File: src/rtl/myo_status_frame_collector.sv
// Collects 8-word SPI status frames from a myo motor driver board, checks framing and
// XOR checksum, and commits good frames into per-motor position/velocity/current/displacement registers.
module myo_status_frame_collector #(
    parameter int NUMBER_OF_MOTORS = 6,
    parameter int MOTOR_IDX_W      = 4,
    parameter int STALE_CYCLES     = 500000
) (
    input  logic                          clock,
    input  logic                          reset_n,
    input  logic                          frame_start,
    input  logic [MOTOR_IDX_W-1:0]        motor_select,
    input  logic                          word_valid,
    input  logic [15:0]                   word_data,
    input  logic                          frame_end,
    output logic [32*NUMBER_OF_MOTORS-1:0] positions,
    output logic [16*NUMBER_OF_MOTORS-1:0] velocities,
    output logic [16*NUMBER_OF_MOTORS-1:0] currents,
    output logic [32*NUMBER_OF_MOTORS-1:0] displacements,
    output logic                          update_valid,
    output logic [MOTOR_IDX_W-1:0]        update_motor,
    output logic [15:0]                   checksum_errors,
    output logic [15:0]                   framing_errors,
    output logic [NUMBER_OF_MOTORS-1:0]   motor_stale
);

    localparam int STALE_W = $clog2(STALE_CYCLES + 1);
    localparam logic [STALE_W-1:0] STALE_MAX = STALE_W'(STALE_CYCLES);
    localparam logic [15:0] HEADER_WORD = 16'h8000;

    typedef enum logic [1:0] {IDLE, CAPTURE, DISCARD} state_t;

    state_t                 state, next_state;
    logic [MOTOR_IDX_W-1:0] motor_q;
    logic [3:0]             word_count;
    logic [15:0]            words     [8];
    logic [15:0]            eff_words [8];
    logic [3:0]             eff_count;
    logic [15:0]            xor_sum;
    logic                   store_word;
    logic                   hdr_len_ok;
    logic                   select_ok;
    logic                   commit;
    logic                   framing_inc;
    logic                   checksum_inc;
    logic [STALE_W-1:0]     stale_cnt [NUMBER_OF_MOTORS];

    // The frame is judged including a word that arrives in the frame_end cycle,
    // so evaluation works on the "after this cycle" view of the word buffer.
    always_comb begin
        eff_words  = words;
        eff_count  = word_count;
        store_word = (state == CAPTURE) && word_valid && !frame_start;
        if (store_word) begin
            if (word_count < 4'd8) begin
                eff_words[word_count[2:0]] = word_data;
            end
            if (word_count != 4'd9) begin
                eff_count = word_count + 4'd1;
            end
        end
        xor_sum    = eff_words[1] ^ eff_words[2] ^ eff_words[3] ^
                     eff_words[4] ^ eff_words[5] ^ eff_words[6];
        hdr_len_ok = (eff_count == 4'd8) && (eff_words[0] == HEADER_WORD);
    end

    always_ff @(posedge clock or negedge reset_n) begin
        if (!reset_n) begin
            state <= IDLE;
        end else begin
            state <= next_state;
        end
    end

    // A new frame_start always wins; restarting mid-frame counts as a framing error.
    always_comb begin
        next_state   = state;
        commit       = 1'b0;
        framing_inc  = 1'b0;
        checksum_inc = 1'b0;
        select_ok    = 32'(motor_select) < NUMBER_OF_MOTORS;
        if (frame_start) begin
            if (state != IDLE) begin
                framing_inc = 1'b1;
            end
            next_state = select_ok ? CAPTURE : DISCARD;
        end else begin
            case (state)
                CAPTURE: begin
                    if (frame_end) begin
                        next_state = IDLE;
                        if (!hdr_len_ok) begin
                            framing_inc = 1'b1;
                        end else if (xor_sum != eff_words[7]) begin
                            checksum_inc = 1'b1;
                        end else begin
                            commit = 1'b1;
                        end
                    end
                end
                DISCARD: begin
                    if (frame_end) begin
                        next_state  = IDLE;
                        framing_inc = 1'b1;
                    end
                end
                default: begin
                end
            endcase
        end
    end

    always_ff @(posedge clock or negedge reset_n) begin
        if (!reset_n) begin
            motor_q    <= '0;
            word_count <= '0;
            for (int i = 0; i < 8; i++) begin
                words[i] <= '0;
            end
        end else if (frame_start) begin
            motor_q <= motor_select;
            if (word_valid) begin
                words[0]   <= word_data;
                word_count <= 4'd1;
            end else begin
                word_count <= 4'd0;
            end
        end else if (store_word) begin
            words      <= eff_words;
            word_count <= eff_count;
        end
    end

    always_ff @(posedge clock or negedge reset_n) begin
        if (!reset_n) begin
            checksum_errors <= '0;
            framing_errors  <= '0;
            update_valid    <= 1'b0;
            update_motor    <= '0;
        end else begin
            if (framing_inc && framing_errors != 16'hFFFF) begin
                framing_errors <= framing_errors + 16'd1;
            end
            if (checksum_inc && checksum_errors != 16'hFFFF) begin
                checksum_errors <= checksum_errors + 16'd1;
            end
            update_valid <= commit;
            if (commit) begin
                update_motor <= motor_q;
            end
        end
    end

    // Per-motor data and staleness; only the committed motor is written.
    always_ff @(posedge clock or negedge reset_n) begin
        if (!reset_n) begin
            positions     <= '0;
            velocities    <= '0;
            currents      <= '0;
            displacements <= '0;
            for (int m = 0; m < NUMBER_OF_MOTORS; m++) begin
                stale_cnt[m] <= STALE_MAX;
            end
        end else begin
            for (int m = 0; m < NUMBER_OF_MOTORS; m++) begin
                if (commit && (motor_q == MOTOR_IDX_W'(m))) begin
                    positions[32*m +: 32]     <= {eff_words[1], eff_words[2]};
                    velocities[16*m +: 16]    <= eff_words[3];
                    currents[16*m +: 16]      <= eff_words[4];
                    displacements[32*m +: 32] <= {eff_words[5], eff_words[6]};
                    stale_cnt[m]              <= '0;
                end else if (stale_cnt[m] != STALE_MAX) begin
                    stale_cnt[m] <= stale_cnt[m] + STALE_W'(1);
                end
            end
        end
    end

    always_comb begin
        motor_stale = '0;
        for (int m = 0; m < NUMBER_OF_MOTORS; m++) begin
            motor_stale[m] = (stale_cnt[m] == STALE_MAX);
        end
    end

endmodule

File: config.mk
export PLATFORM = sky130hd
export DESIGN_NAME = myo_status_frame_collector
export DESIGN_NICKNAME = d
export VERILOG_FILES = /design/src/rtl/myo_status_frame_collector.sv
export SDC_FILE = /design/constraint.sdc
export NUM_CORES = 1
export LEC_CHECK = 0
export ABC_CLOCK_PERIOD_IN_PS = 4500
export CORE_ASPECT_RATIO = 1.2
export CORE_MARGIN = 2
export CORE_UTILIZATION = 48
export CTS_CLUSTER_DIAMETER = 100
export CTS_CLUSTER_SIZE = 25
export DETAILED_ROUTE_END_ITERATION = 8
export GPL_TIMING_DRIVEN = 0
export PLACE_DENSITY = 0.89
export SLEW_MARGIN = 20
export SYNTH_ARGS = -nofsm -noshare
export SYNTH_HDL_FRONTEND = slang
export SYNTH_SLANG_ARGS = --single-unit
File: constraint.sdc
create_clock -name clock -period 4.5 [get_ports clock]
set_input_delay 0.9 -clock clock [delete_from_list [all_inputs] [get_ports clock]]
set_output_delay 0.9 -clock clock [all_outputs]
set_load 0.01 [all_outputs]
# After elaboration in Yosys (flattened, before gate mapping)
# Index checks and enable logic that the tools add are counted.
# word_totals
reg_bits	865
input_bits	25
elab_cells	164
# classes
addsub	9
magnitude_cmp	4
n_eq_ne	26
mux	45
n_bitwise	7
reduce_logical	28
# op_table
op	n
$mux W128	3
$mux W19	12
$bwmux W128	1
$add A19 B1 Y19 const B	6
$eq A19 B19 Y1 const B	6
$ne A19 B19 Y1 const B	6
$xor A16 B16 Y16	5
$demux W16 S3	1
$mux W16	3
$add A16 B1 Y16 const B	2
$ne A16 B16 Y1 const B	2
$reduce_bool A2 Y1	10
$eq A16 B16 Y1 const B	1
$mux W1	16
$mux W4	4
$ne A16 B16 Y1	1
$logic_and A1 B1 Y1	12
$eq A4 B2 Y1 const B	2
$eq A4 B3 Y1 const B	2
$mux W2	4
$reduce_and A2 Y1	3
$add A4 B1 Y4 const B	1
$eq A4 B1 Y1 const B	1
$eq A4 B4 Y1 const B	1
other kinds (14)	14

# Longest topological paths before layout
# logic_depth
ltp_word	21
mapped_depth	18
mapped_depth_nobuf	12

# Worst setup path after synthesis
# No wires, ideal clock.
# synth_timing
path_type	in2reg
start	input port frame_start
end	register positions[129]
setup_ps	128
arrival_time_ps	4787
required_ps	4372
setup_slack_ps	-414
path_stages	15
cell_sequence	and4bb_1 nor3b_1 buf_2 buf_2 mux2_2 xnor2_1 xnor3_1 nor4_1 nand4b_1 or4_1 buf_2 nor4_4 buf_2 buf_4 mux2_1
# synth_via
elab_chain_cells	15
# synth_rtl
element	line	source
from (decl)	10	input logic frame_start,
$logic_not A1 Y1	52	store_word = (state == CAPTURE) && word_valid && !frame_start;
$logic_and A1 B1 Y1	52	
$mux W128	53	if (store_word) begin
$xor A16 B16 Y16 (3 in a row)	61	xor_sum = eff_words[1] ^ eff_words[2] ^ eff_words[3] ^
$xor A16 B16 Y16 (2 in a row)	62	eff_words[4] ^ eff_words[5] ^ eff_words[6];
$ne A16 B16 Y1	93	end else if (xor_sum != eff_words[7]) begin
$mux W1	93	
$mux W1	91	if (!hdr_len_ok) begin
$mux W1	89	if (frame_end) begin
$mux W1	87	case (state)
$mux W1	81	if (frame_start) begin
$logic_and A1 B1 Y1	165	if (commit && (motor_q == MOTOR_IDX_W'(m))) begin
to (signal, indexed assignment)	166	positions[32*m +: 32] <= {eff_words[1], eff_words[2]};
to (decl)	15	output logic [32*NUMBER_OF_MOTORS-1:0] positions,
# Parallel ways exist; a longest one is shown, timed or not.
# A chain may end at the register's enable or synchronous reset.

# Final worst setup path
# layout_timing
start	input port word_valid
end	register positions[82]
# layout_via
elab_chain_cells	15
# layout_rtl
element	line	source
from (decl)	12	input logic word_valid,
$logic_and A1 B1 Y1 * (2 in a row)	52	
$mux W128	53	
$xor A16 B16 Y16 (3 in a row)	61	
$xor A16 B16 Y16 (2 in a row)	62	
$ne A16 B16 Y1	93	
$mux W1	93	
$mux W1	91	
$mux W1	89	
$mux W1	87	
$mux W1	81	
$logic_and A1 B1 Y1	165	
# Every way passes the cells marked *; elsewhere a longest branch is shown, timed or not.

==> results.sh <==
export IMPL_synth_ff_type="dfrtp_1"
export IMPL_slew_headroom=0.393
export IMPL_antenna_found_initial=16
export IMPL_synth_area_leaders="dfrtp_1, mux2_2, dfstp_2"
export IMPL_setup_viol=699
export IMPL_num_vias=24600
export IMPL_wirelength_mm=121
export IMPL_avgSynthCellArea_um2=14.4
export IMPL_synth_enable_flop_cells=0
export IMPL_insertion_delay_ns=0.62
export IMPL_cts_sinks=865
export IMPL_grt_pass1_vias=25100
export IMPL_die_h_um=303
export IMPL_hold_viol_final=0
export IMPL_synth_area_um2=35800
export IMPL_final_cell_mix="dfrtp_1, clkdlybuf4s50_1, mux2_4"
export IMPL_rr_startpoint="state[1]$_DFFE_PN0P_"
export IMPL_synth_cell_type_count=54
export IMPL_worstSetupPathType="in2reg"
export IMPL_final_common_cell="dfrtp_1"
export IMPL_root_buffer="clkbuf_16"
export IMPL_drive_above_1_share=0.346
export IMPL_end_kind="flop"
export IMPL_htreeDepth=2
export IMPL_cellPowerDensity_nw_per_um2=266
export IMPL_skew_ns=0.0362
export IMPL_synth_seq_cells=865
export IMPL_required_ns=5.01
export IMPL_period_share=1.15
export IMPL_numCtsBuffers=41
export IMPL_grt_pass1_wl_mm=167
export IMPL_dr_pass1_iters=5
export IMPL_fin_cells=4397
export IMPL_rsz0062_at_grt="yes"
export IMPL_drv_cap=0
export IMPL_failed_checks="negative setup slack"
export IMPL_die_width_um=253
export IMPL_synthesis_instances=2491
export IMPL_grt_ovfl_total=0
export IMPL_start_kind="primary input"
export IMPL_final_util=0.688
export IMPL_viasPerCell=5.59
export IMPL_synthArstFlopShare=1.00
export IMPL_crit_path_start="word_valid"
export IMPL_final_max_slew_viol_count=0
export IMPL_cts_tree="done"
export IMPL_drt_iter0_drc=1697
export IMPL_holdCritPathClass="in2async"
export IMPL_min_period_ns=5.18
export IMPL_gp_congestion=0.860
export IMPL_seq_area_frac_synth=0.606
export IMPL_antenna_left=0
export IMPL_core_area_um2=73800
export IMPL_worst_pin_slew_ns=0.911
export IMPL_nets=3404
export IMPL_grt_max_degree=149
export IMPL_clk_pin_slew_worst_paths_ns=0.10
export IMPL_dp_cells=4127
export IMPL_initial_core_util=0.486
export IMPL_fin_ws_ns=-0.681
export IMPL_vdd_drop_max_uv=316
export IMPL_status="finished, violations left"
export IMPL_dp_hpwl_mm=76.0
export IMPL_die_area_um2=76900
export IMPL_synth_warnings=0
export IMPL_io_pins=644
export IMPL_avgRoutedWirePerCell_um=27.5
export IMPL_p_leak_nw=23.4
export IMPL_area_growth_syn_to_layout_pct=41.6
export IMPL_cp_max_fo=10
export IMPL_portBuffers=628
export IMPL_rows=109
export IMPL_syn_nets=2535
export IMPL_synth_top_area_cell="dfrtp_1"
export IMPL_grt_usage=0.294
export IMPL_fmax_ghz=0.193
export IMPL_crit_arrival_ns=5.69
export IMPL_synth_top_area_share=0.575
export IMPL_clk_path_buf_depth=3
export IMPL_drc=0
-- state kept, by name (all words and copies together), names as in the netlist --
signal and flops:
framing_errors 16, state 2, checksum_errors 16, displacements 192, word_count 4, motor_q 4, update_valid 1, update_motor 4
stale_cnt 114, currents 96, positions 192, words 128, velocities 96
-- area by class of cell --
type	instances	area (µm²)
fill	4580	23000
inverter	30	113
sequential	865	21700
timing repair buffer	841	9520
clock buffer	64	1150
buffer	97	1330
multi-input combinational	1484	15600
antenna	13	32.5
clock inverter	4	48.8
tap	999	1250
-- Yosys cell counts, types with 32 or more instances --
library cell	instances
and2_1	44
xor2_1	94
dfrtp_1	823
dfstp_2	42
nand3_1	63
mux2i_1	35
nand4_1	32
nor2_1	120
clkbuf_1	42
mux2_1	79
xnor2_1	126
nand2_1	71
mux2_2	630
buf_2	52
-- power breakdown --
group	internal, mW	switching [mW]	total, mW
logic	0.454	0.711	1.16
clock network	1.81	2.57	4.38
registers	7.88	0.0842	7.97
total	10.2	3.37	13.5
-- layer usage --
layer,routed length [µm],global-route usage,vias up
li1,-,-,10400
met1,45900,0.356,12900
met2,60900,0.506,1000
met3,7590,0.0608,300
met4,6450,0.140,8
met5,51,0,-
-- critical path, cell delays in order --
cell and delay [ns]:
dlygate4sd2_1 0.31, and4bb_2 0.31, buf_8 0.15, nand4_4 0.12, buf_12 0.17, buf_6 0.12, mux2_4 0.34, xnor2_4 0.22
xnor3_1 0.47, a2111oi_4 0.32, nand4_1 0.31, or4_4 0.60, buf_8 0.16, or3_4 0.34, buf_12 0.17, buf_16 0.17
buf_8 0.16, mux2_1 0.33
-- cells by family after synthesis --
logic type / after synthesis / synth area share
AOI/OAI and AO/OA: 34 / 0.00625
adders and majority gates: 19 / 0.00663
buffers and inverters: 142 / 0.0190
muxes: 746 / 0.233
xor gates and xnor gates: 233 / 0.0619
DFF: 865 / 0.606
and+or+nand+nor: 452 / 0.0672
-- path summary, 6_finish.rpt --
path / end / slack, ns / cells after the start
setup / recovery: positions[82]$_DFFE_PN0P_ / -0.68 / 18
hold / removal: currents[7]$_DFFE_PN0P_ / 0.17 / 1
setup reg to reg: positions[82]$_DFFE_PN0P_ / -0.68 / 19
hold reg to reg: update_motor[3]$_DFFE_PN0P_ / 0.49 / 2
max in group asynchronous: currents[64]$_DFFE_PN0P_ / 2.57 / 3
min in group clock: update_motor[3]$_DFFE_PN0P_ / 0.49 / 2
-- what timing repair did --
action                                  in CTS  in global routing
gates resized for setup                    550                332
cloned                                      34                 18
setup buffers                              109                 56
endpoints found under the setup margin     705                700
hold buffers                                 0                  0
pin swaps                                   47                 24
-- stage by stage --
step | hold slack (ns) | setup TNS [ns] | instance area, µm² | worst slack (ns) | total power, mW
after CTS | 0.172 | -219.65 | 49100 | -0.562 | 13.5
after global routing | 0.184 | -417.21 | 50700 | -0.759 | 13.9
after floorplan | 0.472 | -20.11 | 36100 | -0.124 | 8.54
final | 0.174 | -356.09 | 50800 | -0.681 | 13.5
after detailed placement | 0.474 | -1523.67 | 43800 | -3.20 | 9.06
after global placement | 0.461 | - | 43600 | -35.89 | 9.05
Power figures use the tool's default switching activity.
